File: src/rtl/universal_shift_reg_n.sv
// universal_shift_reg_n
//   Parametrised universal shift register with hold, shift-right, shift-left,
//   parallel-load and rotate modes, serial cascade outputs and an autonomous
//   burst-shift engine (one START shifts the register CNT times).
//
//   Optional feature macro: USR_PARITY_EN (adds the PAR output, PAR = ^Q).
//
// Ports
//   CP     in   1      clock, rising edge
//   CR     in   1      asynchronous reset, active-high
//   S      in   2      mode: 00 hold, 01 shift right, 10 shift left, 11 load
//   SR     in   1      serial in, enters MSB on shift right
//   SL     in   1      serial in, enters LSB on shift left
//   ROT    in   1      1: rotate (wrapped bit replaces SR/SL)
//   D      in   WIDTH  parallel load data
//   START  in   1      burst request, sampled in IDLE only
//   CNT    in   CNT_W  burst shift count
//   Q      out  WIDTH  register contents
//   QR     out  1      serial out right (Q[0])
//   QL     out  1      serial out left (Q[WIDTH-1])
//   BUSY   out  1      burst in progress
//   PAR    out  1      even-parity of Q (USR_PARITY_EN only)
//   DONE   out  1      one-cycle burst-complete pulse
module universal_shift_reg_n #(
   parameter int unsigned WIDTH = 8,
   parameter int unsigned CNT_W = 4
) (
   input  logic             CP,
   input  logic             CR,
   input  logic [1:0]       S,
   input  logic             SR,
   input  logic             SL,
   input  logic             ROT,
   input  logic [WIDTH-1:0] D,
   input  logic             START,
   input  logic [CNT_W-1:0] CNT,
   output logic [WIDTH-1:0] Q,
   output logic             QR,
   output logic             QL,
   output logic             BUSY,
`ifdef USR_PARITY_EN
   output logic             PAR,
`endif
   output logic             DONE
);

   localparam logic [1:0] ModeHold  = 2'b00;
   localparam logic [1:0] ModeRight = 2'b01;
   localparam logic [1:0] ModeLeft  = 2'b10;
   localparam logic [1:0] ModeLoad  = 2'b11;

   typedef enum logic {StIdle, StRun} state_e;

   state_e             state_q, state_d;
   logic [WIDTH-1:0]   q_q, q_d;
   logic               dir_left_q, dir_left_d;
   logic               rot_q, rot_d;
   logic [CNT_W-1:0]   rem_q, rem_d;
   logic               done_q, done_d;

   // One shift step; with rot set the bit falling off one end re-enters the other.
   function automatic logic [WIDTH-1:0] shift_once(input logic [WIDTH-1:0] q,
                                                   input logic             left,
                                                   input logic             rot,
                                                   input logic             sr,
                                                   input logic             sl);
      logic [WIDTH-1:0] r;
      if (left) begin
         r = {q[WIDTH-2:0], (rot ? q[WIDTH-1] : sl)};
      end else begin
         r = {(rot ? q[0] : sr), q[WIDTH-1:1]};
      end
      return r;
   endfunction

   logic burst_req;
   assign burst_req = START && ((S == ModeRight) || (S == ModeLeft));

   always_comb begin
      state_d    = state_q;
      q_d        = q_q;
      dir_left_d = dir_left_q;
      rot_d      = rot_q;
      rem_d      = rem_q;
      done_d     = 1'b0;

      unique case (state_q)
         StIdle: begin
            if (burst_req) begin
               // The START edge only arms the engine; Q is untouched.
               if (CNT != '0) begin
                  state_d    = StRun;
                  dir_left_d = (S == ModeLeft);
                  rot_d      = ROT;
                  rem_d      = CNT;
               end else begin
                  done_d = 1'b1;
               end
            end else begin
               unique case (S)
                  ModeHold:  q_d = q_q;
                  ModeRight: q_d = shift_once(q_q, 1'b0, ROT, SR, SL);
                  ModeLeft:  q_d = shift_once(q_q, 1'b1, ROT, SR, SL);
                  ModeLoad:  q_d = D;
                  default:   q_d = q_q;
               endcase
            end
         end

         StRun: begin
            // Serial inputs stay live during a non-rotating burst.
            q_d   = shift_once(q_q, dir_left_q, rot_q, SR, SL);
            rem_d = rem_q - CNT_W'(1);
            if (rem_q == CNT_W'(1)) begin
               state_d = StIdle;
               done_d  = 1'b1;
            end
         end

         default: state_d = StIdle;
      endcase
   end

   always_ff @(posedge CP or posedge CR) begin
      if (CR) begin
         state_q    <= StIdle;
         q_q        <= '0;
         dir_left_q <= 1'b0;
         rot_q      <= 1'b0;
         rem_q      <= '0;
         done_q     <= 1'b0;
      end else begin
         state_q    <= state_d;
         q_q        <= q_d;
         dir_left_q <= dir_left_d;
         rot_q      <= rot_d;
         rem_q      <= rem_d;
         done_q     <= done_d;
      end
   end

   assign Q    = q_q;
   assign QR   = q_q[0];
   assign QL   = q_q[WIDTH-1];
   assign BUSY = (state_q == StRun);
   assign DONE = done_q;

`ifdef USR_PARITY_EN
   assign PAR = ^q_q;
`endif

endmodule
File: config.mk
export PLATFORM = sky130hd
export DESIGN_NAME = universal_shift_reg_n
export DESIGN_NICKNAME = d
export VERILOG_FILES = /design/src/rtl/universal_shift_reg_n.sv
export SDC_FILE = /design/constraint.sdc
export NUM_CORES = 1
export LEC_CHECK = 0
export ABC_AREA = 0
export BUFFER_PORTS_ARGS = -buffer_cell sky130_fd_sc_hd__buf_2
export CAP_MARGIN = 40
export CORE_MARGIN = 4
export CORE_UTILIZATION = 45
export CTS_CLUSTER_DIAMETER = 60
export DETAILED_ROUTE_END_ITERATION = 6
export PLACE_DENSITY_LB_ADDON = 0.3
export SLEW_MARGIN = 20
export SYNTH_ARGS = -nofsm -noshare
export SYNTH_HDL_FRONTEND = slang
export SYNTH_SLANG_ARGS = --single-unit
File: constraint.sdc
create_clock -name CP -period 3.1 [get_ports CP]
set_input_delay 0.155 -clock CP [delete_from_list [all_inputs] [get_ports CP]]
set_output_delay 0.155 -clock CP [all_outputs]
set_load 0.01 [all_outputs]
## Word level (Yosys, flattened, before mapping)

Index checks and enable logic that the tools add are counted.

| word-level totals | value |
|---|---|
| bits of input ports | 20 |
| bits in registers | 16 |
| output and inout bits | 12 |

| cells by class | value |
|---|---|
| bitwise logic cells | 1 |
| $add $sub $neg | 1 |
| equal/unequal tests | 8 |
| reduce and logical (&&, ||, !) cells | 7 |
| muxes and demuxes | 19 |

Operator list:

| operator | number |
|---|---|
| one-hot mux 8 bit (3 select lines) | 1 |
| 2-to-1 mux 8 bit | 2 |
| one-hot mux 8 bit (2 select lines) | 1 |
| 2-to-1 mux 1 bit | 10 |
| 2-to-1 mux 4 bit | 2 |
| != test 2 bit (second input constant) | 4 |
| one-hot mux 4 bit (2 select lines) | 1 |
| == test 2 bit (second input constant) | 2 |
| == test 4 x 1 -> 1 bit (second input constant) | 1 |
| one-hot mux 1 bit (2 select lines) | 2 |
| AND reduction 2 bit | 2 |
| nonzero test 4 bit | 1 |
| subtractor 4 x 1 -> 4 bit (second input constant) | 1 |
| AND reduction 3 bit | 1 |
| == test 2 x 1 -> 1 bit (second input constant) | 1 |
| zero test 2 bit | 1 |
| logical AND 1 bit | 1 |
| logical OR 1 bit | 1 |
| inverter 1 bit | 1 |

## Longest topological paths before layout

| depth | value |
|---|---|
| depth in word-level cells | 5 |
| depth in mapped cells | 7 |

## Worst setup path before layout

Ideal clock, no wire load.

| path | value |
|---|---|
| path kind | input-to-reg |
| start | input port S[0] |
| end | register q_q[7] (netlist: Q[7]) |
| slack | 1639 ps |
| stages | 7 |
| data required time | 2979 ps |
| library setup time | 121 ps |
| data arrival time | 1340 ps |
| cells stage by stage | inv_1 ha_1 and2_1 clkbuf_1 o21ai_1 o21ai_0 o22a_1 |

| between the ends | value |
|---|---|
| cells in the longest elaborated chain, start to end | 5 |
| elaborated cells on any way between the ends | 12 |

RTL lines:

| what | RTL line | text |
|---|---|---|
| from (decl) | 30 | `input logic [1:0] S,` |
| branches (longest 5 deep; another with one-hot mux 8 bit (3 select lines)) | -- |  |
| to (signal assigned) | 134 | `q_q <= q_d;` |
| to (decl) | 55 | `logic [WIDTH-1:0] q_q, q_d;` |

Parallel ways; which one is timed is not known. The select of a mux whose other input is x is not followed.
A chain may end at the register's enable or synchronous reset.

## Worst setup path in the final report

| path | value |
|---|---|
| start | register state_q (netlist: BUSY) |
| end | register q_q[2] (netlist: Q[2]) |

| between the ends | value |
|---|---|
| cells in the longest elaborated chain, start to end | 3 |
| elaborated cells on any way between the ends | 5 |

RTL lines:

| what | RTL line | text |
|---|---|---|
| from (decl) | 54 | `state_e state_q, state_d;` |
| from (signal assigned) | 126 | `state_q <= StIdle;` |
| from (signal assigned) | 133 | `state_q <= state_d;` |
| inverter 1 bit (no line) | -- |  |
| != test 2 bit (no line) | -- |  |
| AND reduction 2 bit (no line) | -- |  |

Parallel ways exist; a longest one is shown, timed or not.

==> impl_metrics.json <==
{
  "status": "finished clean",
  "viasPerCell": 5.64,
  "holdWs_ns": 0.159,
  "finalSetupTns_ns": 0,
  "cap_violations": 0,
  "rsz0062_at_grt": "false",
  "pwr-share-comb": 0.470,
  "clk_pin_slew_ns": 0.11,
  "ys_warn_count": 0,
  "areaGrowthSynthToFinish_pct": 17.0,
  "initial_core_util": 0.470,
  "reg2reg_to": "Q[2]",
  "relSlewSlack": 0.573,
  "p_int_w": 0.000702,
  "ys_types": 28,
  "finClkSkew_ns": 0.0125,
  "cts_setup_buffers": 0,
  "p_sw_frac": 0.426,
  "post-dp-hpwl_mm": 1.97,
  "grt_pass1_vias": 957,
  "vias": 1066,
  "yosysTopAreaCell": "dfrtp_1",
  "h-tree-depth": 1,
  "p_clk_frac": 0.115,
  "r2r_setup_slack_ns": 1.31,
  "seq_area_frac_synth": 0.344,
  "setup_violations": 0,
  "critPathRequiredTime_ns": 3.31,
  "synth_commonest_cells": "o21ai_0, dfrtp_1, nand2_1",
  "synth_edf_count": 0,
  "routed_wl_mm": 2.65,
  "ant_nets": 0,
  "reg2reg_depth": 4,
  "start_kind": "flop",
  "wl_per_cell_microns": 14.0,
  "core_sq_um": 2480,
  "grt_max_degree": 20,
  "syn_area_sq_um": 1160,
  "pre_cts_slack_ns": 1.33,
  "rows": 18,
  "syn_avg_cell_area_sq_um": 8.82,
  "max-vdd-ir-drop_uv": 451,
  "min_period_over_period": 0.577,
  "drc": 0,
  "drtIter0Drc": 56,
  "cts_buffer_depth": 2,
  "tightest_slew_ns": 0.640,
  "startpoint": "BUSY",
  "endpoint": "Q[2]",
  "grt_pass1_wl_mm": 4.44,
  "synth_top_flop_cell": "dfrtp_1",
  "cts_buffers": 3,
  "p_sw_w": 0.000520,
  "fin_ws_ns": 1.31,
  "grt_antenna_before_repair": 0,
  "overflow": 0,
  "synth_area_leaders": "dfrtp_1, o21ai_0, mux2_2",
  "clock_latency_ns": 0.29,
  "nets": 186,
  "die_x_microns": 58.9,
  "hold_viol_final": 0,
  "portBuffers": 31,
  "leakage_nw": 0.606,
  "report.final.slew_viol_count": 0,
  "die_h_microns": 58.9,
  "place_congestion": 0.829,
  "design.die.area_sq_um": 3470,
  "cp.arrival_ns": 2.00,
  "fin_crit_ns": 1.79,
  "pin_count": 32,
  "cts-resized-gates": 0,
  "synth_nets": 158,
  "fmax_mhz": 559,
  "hold_path.class": "primary input to flop",
  "clock_sinks": 16,
  "r2r_start": "BUSY",
  "async_flop_share": 1.00,
  "path_class": "flop to flop",
  "synth-seq-cells": 16,
  "drive_gt1_frac": 0.302,
  "critPathMaxFanout": 19,
  "track_usage": 0.164,
  "antenna_cells": 0,
  "cts_root_buffer": "clkbuf_4",
  "end_kind": "flop",
  "p_seq_frac": 0.415,
  "ctsHoldBuffers": 1,
  "nFillCells": 222,
  "dr.pass1.iters": 4,
  "synth_most_common_cell": "o21ai_0",
  "cts_tree": "built",
  "syn-instance-count": 132,
  "power_density_nw_per_um2": 897,
  "synthDominantCellAreaShare": 0.344
}
flip-flops by register name, indices dropped and copies added (netlist names):
register / flops
Q: 8
rem_q: 4
BUSY: 1
DONE: 1
dir_left_q: 1
rot_q: 1
cell families after synthesis:
| kind of cell | count (synthesis) | synth area share |
|---|---|---|
| xor gates and xnor gates | 2 | 0.0150 |
| AOI/OAI and AO/OA | 44 | 0.222 |
| muxes | 14 | 0.139 |
| buffers and inverters | 15 | 0.0548 |
| adders and majority gates | 6 | 0.0644 |
| and+or+nand+nor | 35 | 0.161 |
| DFF | 16 | 0.344 |
placed cells by master, fill, tap and decap left out, drive strengths merged, types with 2 or more instances in the layout:
cell type,instances
a221oi,6
nor2b,7
a211oi,2
or3,6
xnor2,2
mux2,11
dfrtp,16
nor2,2
a21oi,10
clkbuf,4
nand2,14
ha,6
inv,6
mux2i,3
o21ai,22
buf,31
layer usage:
layer / GRT usage / wire [microns] / vias to the layer above
li1: - / - / 526
met1: 0.226 / 1190 / 490
met2: 0.268 / 1250 / 48
met3: 0.0329 / 205 / 2
met4: 0.0324 / 13 / 0
met5: 0 / 0 / -
metrics by stage:
stage	instance area, sq um	std cells	power, W	util
CTS	1360	189	0.00123	0.550
global placement	1320	184	0.00107	0.531
global route	1360	189	0.00133	0.550
finish	1360	189	0.00122	0.550
detailed placement	1320	184	0.00109	0.531
floorplan	1160	132	0.000912	-
worst min-delay path by stage:
stage,end,slack (ns),cells past startpoint,from
6_report,rot_q,0.16,2,ROT
5_1_grt,rot_q,0.15,2,ROT
4_1_cts,rot_q,0.15,2,ROT
3_5_place_dp,rot_q,0.28,2,CR
3_3_place_gp,rot_q,0.27,2,CR
2_1_floorplan,BUSY,0.07,1,CR
area by class of cell:
cell class                      instances  area (sq um)  area share
Inverter                                6          22.5      0.0165
Clock buffer                            4          36.3      0.0266
Sequential cell                        16           400       0.294
Multi-Input combinational cell        101           701       0.514
Timing Repair Buffer                   32           165       0.121
Tap cell                               30          37.5      0.0275
critical path, cell delays in order (launching register included):
cell and delay [ns]:
dfrtp_1 0.73, inv_1 0.32, o21ai_1 0.32, o21ai_0 0.17, o21ai_0 0.19
power groups by stage:
| stage | combinational, W | sequential (W) | clock (W) |
|---|---|---|---|
| final | 0.000575 | 0.000507 | 0.000140 |
| after global placement | 0.000571 | 0.000499 | 0 |
| after global routing | 0.000653 | 0.000525 | 0.000157 |
| after CTS | 0.000584 | 0.000503 | 0.000147 |
| after detailed placement | 0.000580 | 0.000507 | 0 |
| after floorplan | 0.000464 | 0.000448 | 0 |
No activity file was read; power rests on OpenSTA's default activity.
